**src/rtl/l1_dcache.sv**
```systemverilog
// Direct-mapped, write-back, write-allocate L1 data cache for the LC-3b memory stage.
// Hits complete in the same cycle; misses optionally write back the victim, then fill.
module l1_dcache #(
    parameter int unsigned NUM_SETS   = 8,
    parameter int unsigned LINE_BYTES = 16
) (
    input  logic                      clk,
    input  logic                      reset,
    input  logic                      mem_read,
    input  logic                      mem_write,
    input  logic [1:0]                mem_byte_enable,
    input  logic [15:0]               mem_address,
    input  logic [15:0]               mem_wdata,
    output logic [15:0]               mem_rdata,
    output logic                      mem_resp,
    output logic                      pmem_read,
    output logic                      pmem_write,
    output logic [15:0]               pmem_address,
    output logic [LINE_BYTES*8-1:0]   pmem_wdata,
    input  logic [LINE_BYTES*8-1:0]   pmem_rdata,
    input  logic                      pmem_resp
);

    localparam int unsigned LINE_W = LINE_BYTES * 8;
    localparam int unsigned OFF_W  = 4;
    localparam int unsigned IDX_W  = $clog2(NUM_SETS);
    localparam int unsigned TAG_W  = 16 - OFF_W - IDX_W;

    typedef enum logic [1:0] {
        IDLE      = 2'd0,
        WRITEBACK = 2'd1,
        ALLOCATE  = 2'd2
    } state_t;

    state_t                 state;
    logic [NUM_SETS-1:0]    valid;
    logic [NUM_SETS-1:0]    dirty;
    logic [TAG_W-1:0]       tag_arr  [NUM_SETS];
    logic [LINE_W-1:0]      data_arr [NUM_SETS];

    // Miss context captured on leaving IDLE so the refill does not depend on the CPU holding its request
    logic [TAG_W-1:0]       miss_tag;
    logic [IDX_W-1:0]       miss_idx;

    logic [TAG_W-1:0]       req_tag;
    logic [IDX_W-1:0]       req_idx;
    logic [2:0]             word_sel;
    logic                   req;
    logic                   hit;
    logic                   unused_addr_bit;

    assign req_tag         = mem_address[15 -: TAG_W];
    assign req_idx         = mem_address[OFF_W +: IDX_W];
    assign word_sel        = mem_address[3:1];
    assign req             = mem_read | mem_write;
    assign hit             = valid[req_idx] && (tag_arr[req_idx] == req_tag);
    assign unused_addr_bit = mem_address[0];

    // CPU-side response and pmem strobes decoded from the current state
    always_comb begin
        mem_resp     = 1'b0;
        mem_rdata    = 16'h0000;
        pmem_read    = 1'b0;
        pmem_write   = 1'b0;
        pmem_address = 16'h0000;
        pmem_wdata   = '0;
        case (state)
            IDLE: begin
                mem_resp = req && hit;
                if (req && hit && mem_read) begin
                    mem_rdata = data_arr[req_idx][{word_sel, 4'b0000} +: 16];
                end
            end
            WRITEBACK: begin
                pmem_write   = 1'b1;
                pmem_address = {tag_arr[miss_idx], miss_idx, 4'b0000};
                pmem_wdata   = data_arr[miss_idx];
            end
            ALLOCATE: begin
                pmem_read    = 1'b1;
                pmem_address = {miss_tag, miss_idx, 4'b0000};
            end
            default: ;
        endcase
    end

    // Controller state, line metadata and data array updates
    always_ff @(posedge clk) begin
        if (reset) begin
            state    <= IDLE;
            valid    <= '0;
            dirty    <= '0;
            miss_tag <= '0;
            miss_idx <= '0;
        end else begin
            case (state)
                IDLE: begin
                    if (req && hit) begin
                        if (mem_write) begin
                            if (mem_byte_enable[0]) begin
                                data_arr[req_idx][{word_sel, 4'b0000} +: 8] <= mem_wdata[7:0];
                            end
                            if (mem_byte_enable[1]) begin
                                data_arr[req_idx][{word_sel, 4'b1000} +: 8] <= mem_wdata[15:8];
                            end
                            if (|mem_byte_enable) begin
                                dirty[req_idx] <= 1'b1;
                            end
                        end
                    end else if (req) begin
                        miss_tag <= req_tag;
                        miss_idx <= req_idx;
                        // An invalid line is never written back even if its dirty bit is stale
                        state    <= (valid[req_idx] && dirty[req_idx]) ? WRITEBACK : ALLOCATE;
                    end
                end
                WRITEBACK: begin
                    if (pmem_resp) begin
                        dirty[miss_idx] <= 1'b0;
                        state           <= ALLOCATE;
                    end
                end
                ALLOCATE: begin
                    if (pmem_resp) begin
                        data_arr[miss_idx] <= pmem_rdata;
                        tag_arr[miss_idx]  <= miss_tag;
                        valid[miss_idx]    <= 1'b1;
                        dirty[miss_idx]    <= 1'b0;
                        state              <= IDLE;
                    end
                end
                default: state <= IDLE;
            endcase
        end
    end

endmodule

```
**config.mk**
```make
export PLATFORM = sky130hd
export DESIGN_NAME = l1_dcache
export DESIGN_NICKNAME = d
export VERILOG_FILES = /design/src/rtl/l1_dcache.sv
export SDC_FILE = /design/constraint.sdc
export NUM_CORES = 2
export LEC_CHECK = 0
export CORE_ASPECT_RATIO = 1.5
export CORE_MARGIN = 1.5
export CORE_UTILIZATION = 35
export DETAILED_ROUTE_END_ITERATION = 12
export GPL_ROUTABILITY_DRIVEN = 0
export PLACE_DENSITY = 0.51
export SLEW_MARGIN = 30
export SYNTH_ARGS = -nofsm -noshare
export SYNTH_HDL_FRONTEND = slang
export SYNTH_SLANG_ARGS = --single-unit
export TNS_END_PERCENT = 5
```
**constraint.sdc**
```tcl
create_clock -name clk -period 6.5 [get_ports clk]
set_input_delay 1.95 -clock clk [delete_from_list [all_inputs] [get_ports clk]]
set_output_delay 1.95 -clock clk [all_outputs]
set_load 0.005 [all_outputs]
```
==> impl_summary.log <==
INFO  metric run_status = finished with violations
INFO  metric failing_checks = negative setup slack
INFO  metric synth_top_cells_by_area = sky130_fd_sc_hd__edfxtp_1 (62%), sky130_fd_sc_hd__mux4_2 (13%), sky130_fd_sc_hd__o22ai_1 (4.4%)
INFO  metric yosysMostFrequentCell = sky130_fd_sc_hd__edfxtp_1
INFO  metric h_tree_levels = 3
INFO  metric maxClockFrequency = 147 MHz
INFO  metric setup.worst_path.end_class = output port
INFO  metric setup_slack_of_the_critical_path_after_layout = -0.280 ns
INFO  metric criticalPathCategory = in -> out
INFO  metric global_route.usage.total = 28.8%
INFO  metric die_area = 154000 µm²
INFO  metric gr-total-overflow = 0
INFO  metric cts_buffer_depth = 3
INFO  metric hold_slack = 0.453 ns
INFO  metric count_of_cell_types_in_the_netlist = 64
INFO  metric synth.top_cells.by_count = sky130_fd_sc_hd__edfxtp_1 (1096), sky130_fd_sc_hd__o22ai_1 (373), sky130_fd_sc_hd__mux4_2 (296)
INFO  metric synth_top_area_share = 61.8%
INFO  metric cp-startpoint = mem_address[6]
INFO  metric cts_tree = yes
INFO  metric coreArea = 151000 µm²
INFO  metric floorplan.die.height = 481 µm
INFO  metric synth_mux_area_share = 17.2%
INFO  metric post_synth.cell_area_avg = 15.0 µm²
INFO  metric first_pass_drt_iterations = 6
INFO  metric detail_route.wirelength = 225000 µm
INFO  metric finish.net_count = 4428
INFO  metric synthesis.area = 53200 µm²
INFO  metric cellPowerDensity = 248 nW/µm²
INFO  metric ff2ff_path_depth = 9
INFO  metric min_delay_path_depth = 1
INFO  metric avgRoutedWirePerCell = 35.3 µm
INFO  metric port-buffer-count = 324
INFO  metric antenna_violating_nets_left = 0
INFO  metric worst_r2r_startpoint = tag_arr[3][8]
INFO  metric via_count_of_the_first_global_routing_pass = 38855
INFO  metric peakVddDrop = 0.000205 V
INFO  metric finish.instance_area = 67200 µm²
INFO  metric synth_largest_area_cell = sky130_fd_sc_hd__edfxtp_1
INFO  metric clk_root_buffer_cell = sky130_fd_sc_hd__clkbuf_16
INFO  metric postSynthCellCount = 3542
INFO  metric async_reset_ff_share = 0%
INFO  metric finalMaxSlewViolations = 0
INFO  metric number_of_drc_violations_after_detailed_routing = 0
INFO  metric crit_path_max_fanout = 18
INFO  metric half_perimeter_wire_length_after_placement = 158000 µm
INFO  metric main_combinational_cell_family_by_area_after_synthesis = multiplexers
INFO  metric fp.dieW = 321 µm
INFO  metric finish.cell_count_without_fillers = 6384
INFO  metric max_cap_violations = 0
INFO  metric clk-insertion-delay-late = 0.78 ns
INFO  metric worstSetupEndpoint = mem_rdata[0]
INFO  metric basic_gate_share_of_the_synthesized_area_counting_and_or_nand_and_nor_cells = 6.17%
INFO  metric cts.sinks = 1129
INFO  metric total_leakage_power = 0.0213 µW
INFO  metric detailroute.via_count = 39343
INFO  metric cts_hold_buffers = 0
INFO  metric critPathRequiredTime = 4.55 ns
INFO  metric post_drt_via_cell_ratio = 6.16
INFO  metric reg2reg_setup_slack = 2.16 ns
INFO  metric count_of_flip_flops_with_a_built_in_enable_after_synthesis = 1096
INFO  metric endpoint_arrival_time_on_the_critical_path = 4.83 ns
INFO  metric synth.yosys.seq_area_share = 63.1%
INFO  metric place_area = 62700 µm²
INFO  metric fp-row-count = 175
INFO  metric finalHoldViolCount = 0
INFO  metric clkTransAtPathRegs = 0.06 ns
INFO  metric timing.clock.skew = 0.0416 ns
INFO  metric ys_ff_latch = 1129
INFO  metric synth-warning-count = 0
INFO  metric synth_fa_ha_area_share = 0.235%
INFO  metric post-place-cells = 6148
INFO  metric post-route-period-util = 104%
INFO  metric numCtsBuffers = 109
INFO  metric initial_util = 35.2%
INFO  metric min-delay-path-class = reg -> reg
INFO  metric syn_to_final_growth = 26.2%
INFO  metric layout-drive-gt1-share = 27.9%
INFO  metric synth_xor_xnor_area_share = 0.0658%
INFO  metric drt_first_iter_violations = 5124
INFO  metric synth_compound_gate_area_share = 10.8%
INFO  metric antenna_found_initial = 14
INFO  metric rsz0062_at_grt = yes
INFO  metric grt_first_pass_wirelength = 308000 µm
INFO  metric post-route-min-period = 6.78 ns
INFO  metric report.final.setup_viol = 16
INFO  metric r2r-end = data_arr[5][11]
INFO  metric p_total = 16600 µW
INFO  metric synth_top_flop_cell = sky130_fd_sc_hd__edfxtp_1
INFO  metric largest_net_degree_at_the_start_of_global_routing = 68
INFO  metric ios = 330
INFO  metric worst-slew-pin-transition = 1.01 ns
INFO  metric start_kind = input pin
INFO  metric worst_slew_margin_rel = 32.9%
-- final cells by class --
type | instances | area [µm²]
multi-input cells | 2082 | 18800
clock buffers | 136 | 2880
diodes | 5 | 12.5
well taps | 2035 | 2550
fillers | 13623 | 84100
flip-flops and latches | 1129 | 33600
repair buffers | 906 | 8530
clock inverters | 68 | 719
inverters | 23 | 95.1
-- critical path: stages --
cell	delay (ns)
sky130_fd_sc_hd__buf_4	0.21
sky130_fd_sc_hd__buf_4	0.19
sky130_fd_sc_hd__inv_6	0.06
sky130_fd_sc_hd__nand2_4	0.21
sky130_fd_sc_hd__buf_12	0.18
sky130_fd_sc_hd__buf_12	0.21
sky130_fd_sc_hd__o22ai_1	0.10
sky130_fd_sc_hd__nor4_1	0.51
sky130_fd_sc_hd__buf_4	0.23
sky130_fd_sc_hd__nand2_1	0.11
sky130_fd_sc_hd__nand3_1	0.12
sky130_fd_sc_hd__nand3_1	0.27
sky130_fd_sc_hd__a21oi_4	0.21
sky130_fd_sc_hd__buf_6	0.14
sky130_fd_sc_hd__buf_6	0.09
-- power by group --
| part | leakage [µW] | internal, µW | total, µW | switching, µW |
|---|---|---|---|---|
| combinational | 0.00995 | 816 | 2010 | 1200 |
| clock | 0.00176 | 3640 | 6520 | 2880 |
| sequential | 0.00959 | 8030 | 8110 | 77.9 |
| total | 0.0213 | 12500 | 16600 | 4150 |
-- how the worst min path moves through the flow --
stage	slack, ns	start	end
2_1_floorplan	0.42	valid[4]	valid[4]
3_3_place_gp	0.43	valid[2]	valid[2]
3_5_place_dp	0.44	valid[5]	valid[5]
4_1_cts	0.45	valid[5]	valid[5]
5_1_grt	0.46	valid[1]	valid[1]
6_report	0.45	valid[1]	valid[1]
-- through the flow --
| stage | worst slack, ns | util [%] | TNS, ns |
|---|---|---|---|
| after floorplan | 0.113 | - | 0 |
| after global placement | -0.875 | 41.5 | -12.81 |
| after detailed placement | -0.903 | 41.5 | -13.06 |
| after CTS | -0.248 | 44.3 | -3.46 |
| after global routing | -0.307 | 44.4 | -4.07 |
| final | -0.280 | 44.4 | -3.22 |
-- what timing repair did --
| item | CTS | global route |
|---|---|---|
| hold endpoints to repair | 0 | 0 |
| setup endpoints to repair | 17 | 17 |
| cloned | 4 | 0 |
| resized for setup | 186 | 19 |
| pin swaps | 16 | 6 |
| buffers inserted | 20 | 2 |
-- per-layer routing --
layer | up-vias | wire, µm | share of wire, % | global-route usage (%)
met5 | - | 78 | 0.035 | 0
met2 | 2407 | 105000 | 46 | 45.8
met3 | 437 | 20600 | 9.1 | 5.05
li1 | 15986 | - | - | -
met1 | 20501 | 87600 | 39 | 37.9
met4 | 12 | 12300 | 5.5 | 14.2
-- placed cells by master (no fill, tap or decap), types with 11 or more instances in the layout --
| cell type | Yosys | routed |
|---|---|---|
| sky130_fd_sc_hd__a211oi_1 | 17 | 14 |
| sky130_fd_sc_hd__a21oi_1 | 89 | 73 |
| sky130_fd_sc_hd__a22o_1 | 103 | 103 |
| sky130_fd_sc_hd__a22oi_1 | 31 | 31 |
| sky130_fd_sc_hd__a31oi_1 | 11 | 11 |
| sky130_fd_sc_hd__buf_12 | 0 | 57 |
| sky130_fd_sc_hd__buf_4 | 15 | 495 |
| sky130_fd_sc_hd__buf_6 | 0 | 42 |
| sky130_fd_sc_hd__bufinv_16 | 0 | 12 |
| sky130_fd_sc_hd__clkbuf_1 | 205 | 24 |
| sky130_fd_sc_hd__clkbuf_16 | 0 | 111 |
| sky130_fd_sc_hd__clkdlybuf4s50_1 | 0 | 298 |
| sky130_fd_sc_hd__clkinv_1 | 2 | 23 |
| sky130_fd_sc_hd__clkinv_2 | 0 | 18 |
| sky130_fd_sc_hd__dfxtp_1 | 33 | 30 |
| sky130_fd_sc_hd__edfxtp_1 | 1096 | 1096 |
| sky130_fd_sc_hd__inv_1 | 20 | 19 |
| sky130_fd_sc_hd__mux2_2 | 64 | 63 |
| sky130_fd_sc_hd__mux2i_1 | 175 | 174 |
| sky130_fd_sc_hd__mux4_2 | 296 | 296 |
| sky130_fd_sc_hd__nand2_1 | 124 | 116 |
| sky130_fd_sc_hd__nand3_1 | 62 | 60 |
| sky130_fd_sc_hd__nand4_1 | 11 | 11 |
| sky130_fd_sc_hd__nor2_1 | 159 | 151 |
| sky130_fd_sc_hd__nor2b_1 | 143 | 142 |
| sky130_fd_sc_hd__nor3_1 | 22 | 22 |
| sky130_fd_sc_hd__nor4_1 | 66 | 52 |
| sky130_fd_sc_hd__nor4_2 | 0 | 13 |
| sky130_fd_sc_hd__o211ai_1 | 20 | 20 |
| sky130_fd_sc_hd__o21ai_0 | 161 | 160 |
| sky130_fd_sc_hd__o22ai_1 | 373 | 370 |
| sky130_fd_sc_hd__or3_1 | 11 | 11 |
| sky130_fd_sc_hd__or4_1 | 13 | 12 |
-- sequential cells by signal (all words and copies together), names as in the netlist, named ones only --
register  count
data_arr   1024
tag_arr      72
valid         8
state         2
miss_tag      9
miss_idx      3
dirty         8
-- kinds of logic after synthesis --
kind of cell | count (synthesis)
flops | 1129
compound gates | 879
simple gates | 649
mux | 535
buf+inv | 335
fa+ha+maj | 10
xor+xnor | 4
other cells | 1
Note: power is estimated with default switching activity, not from simulation.
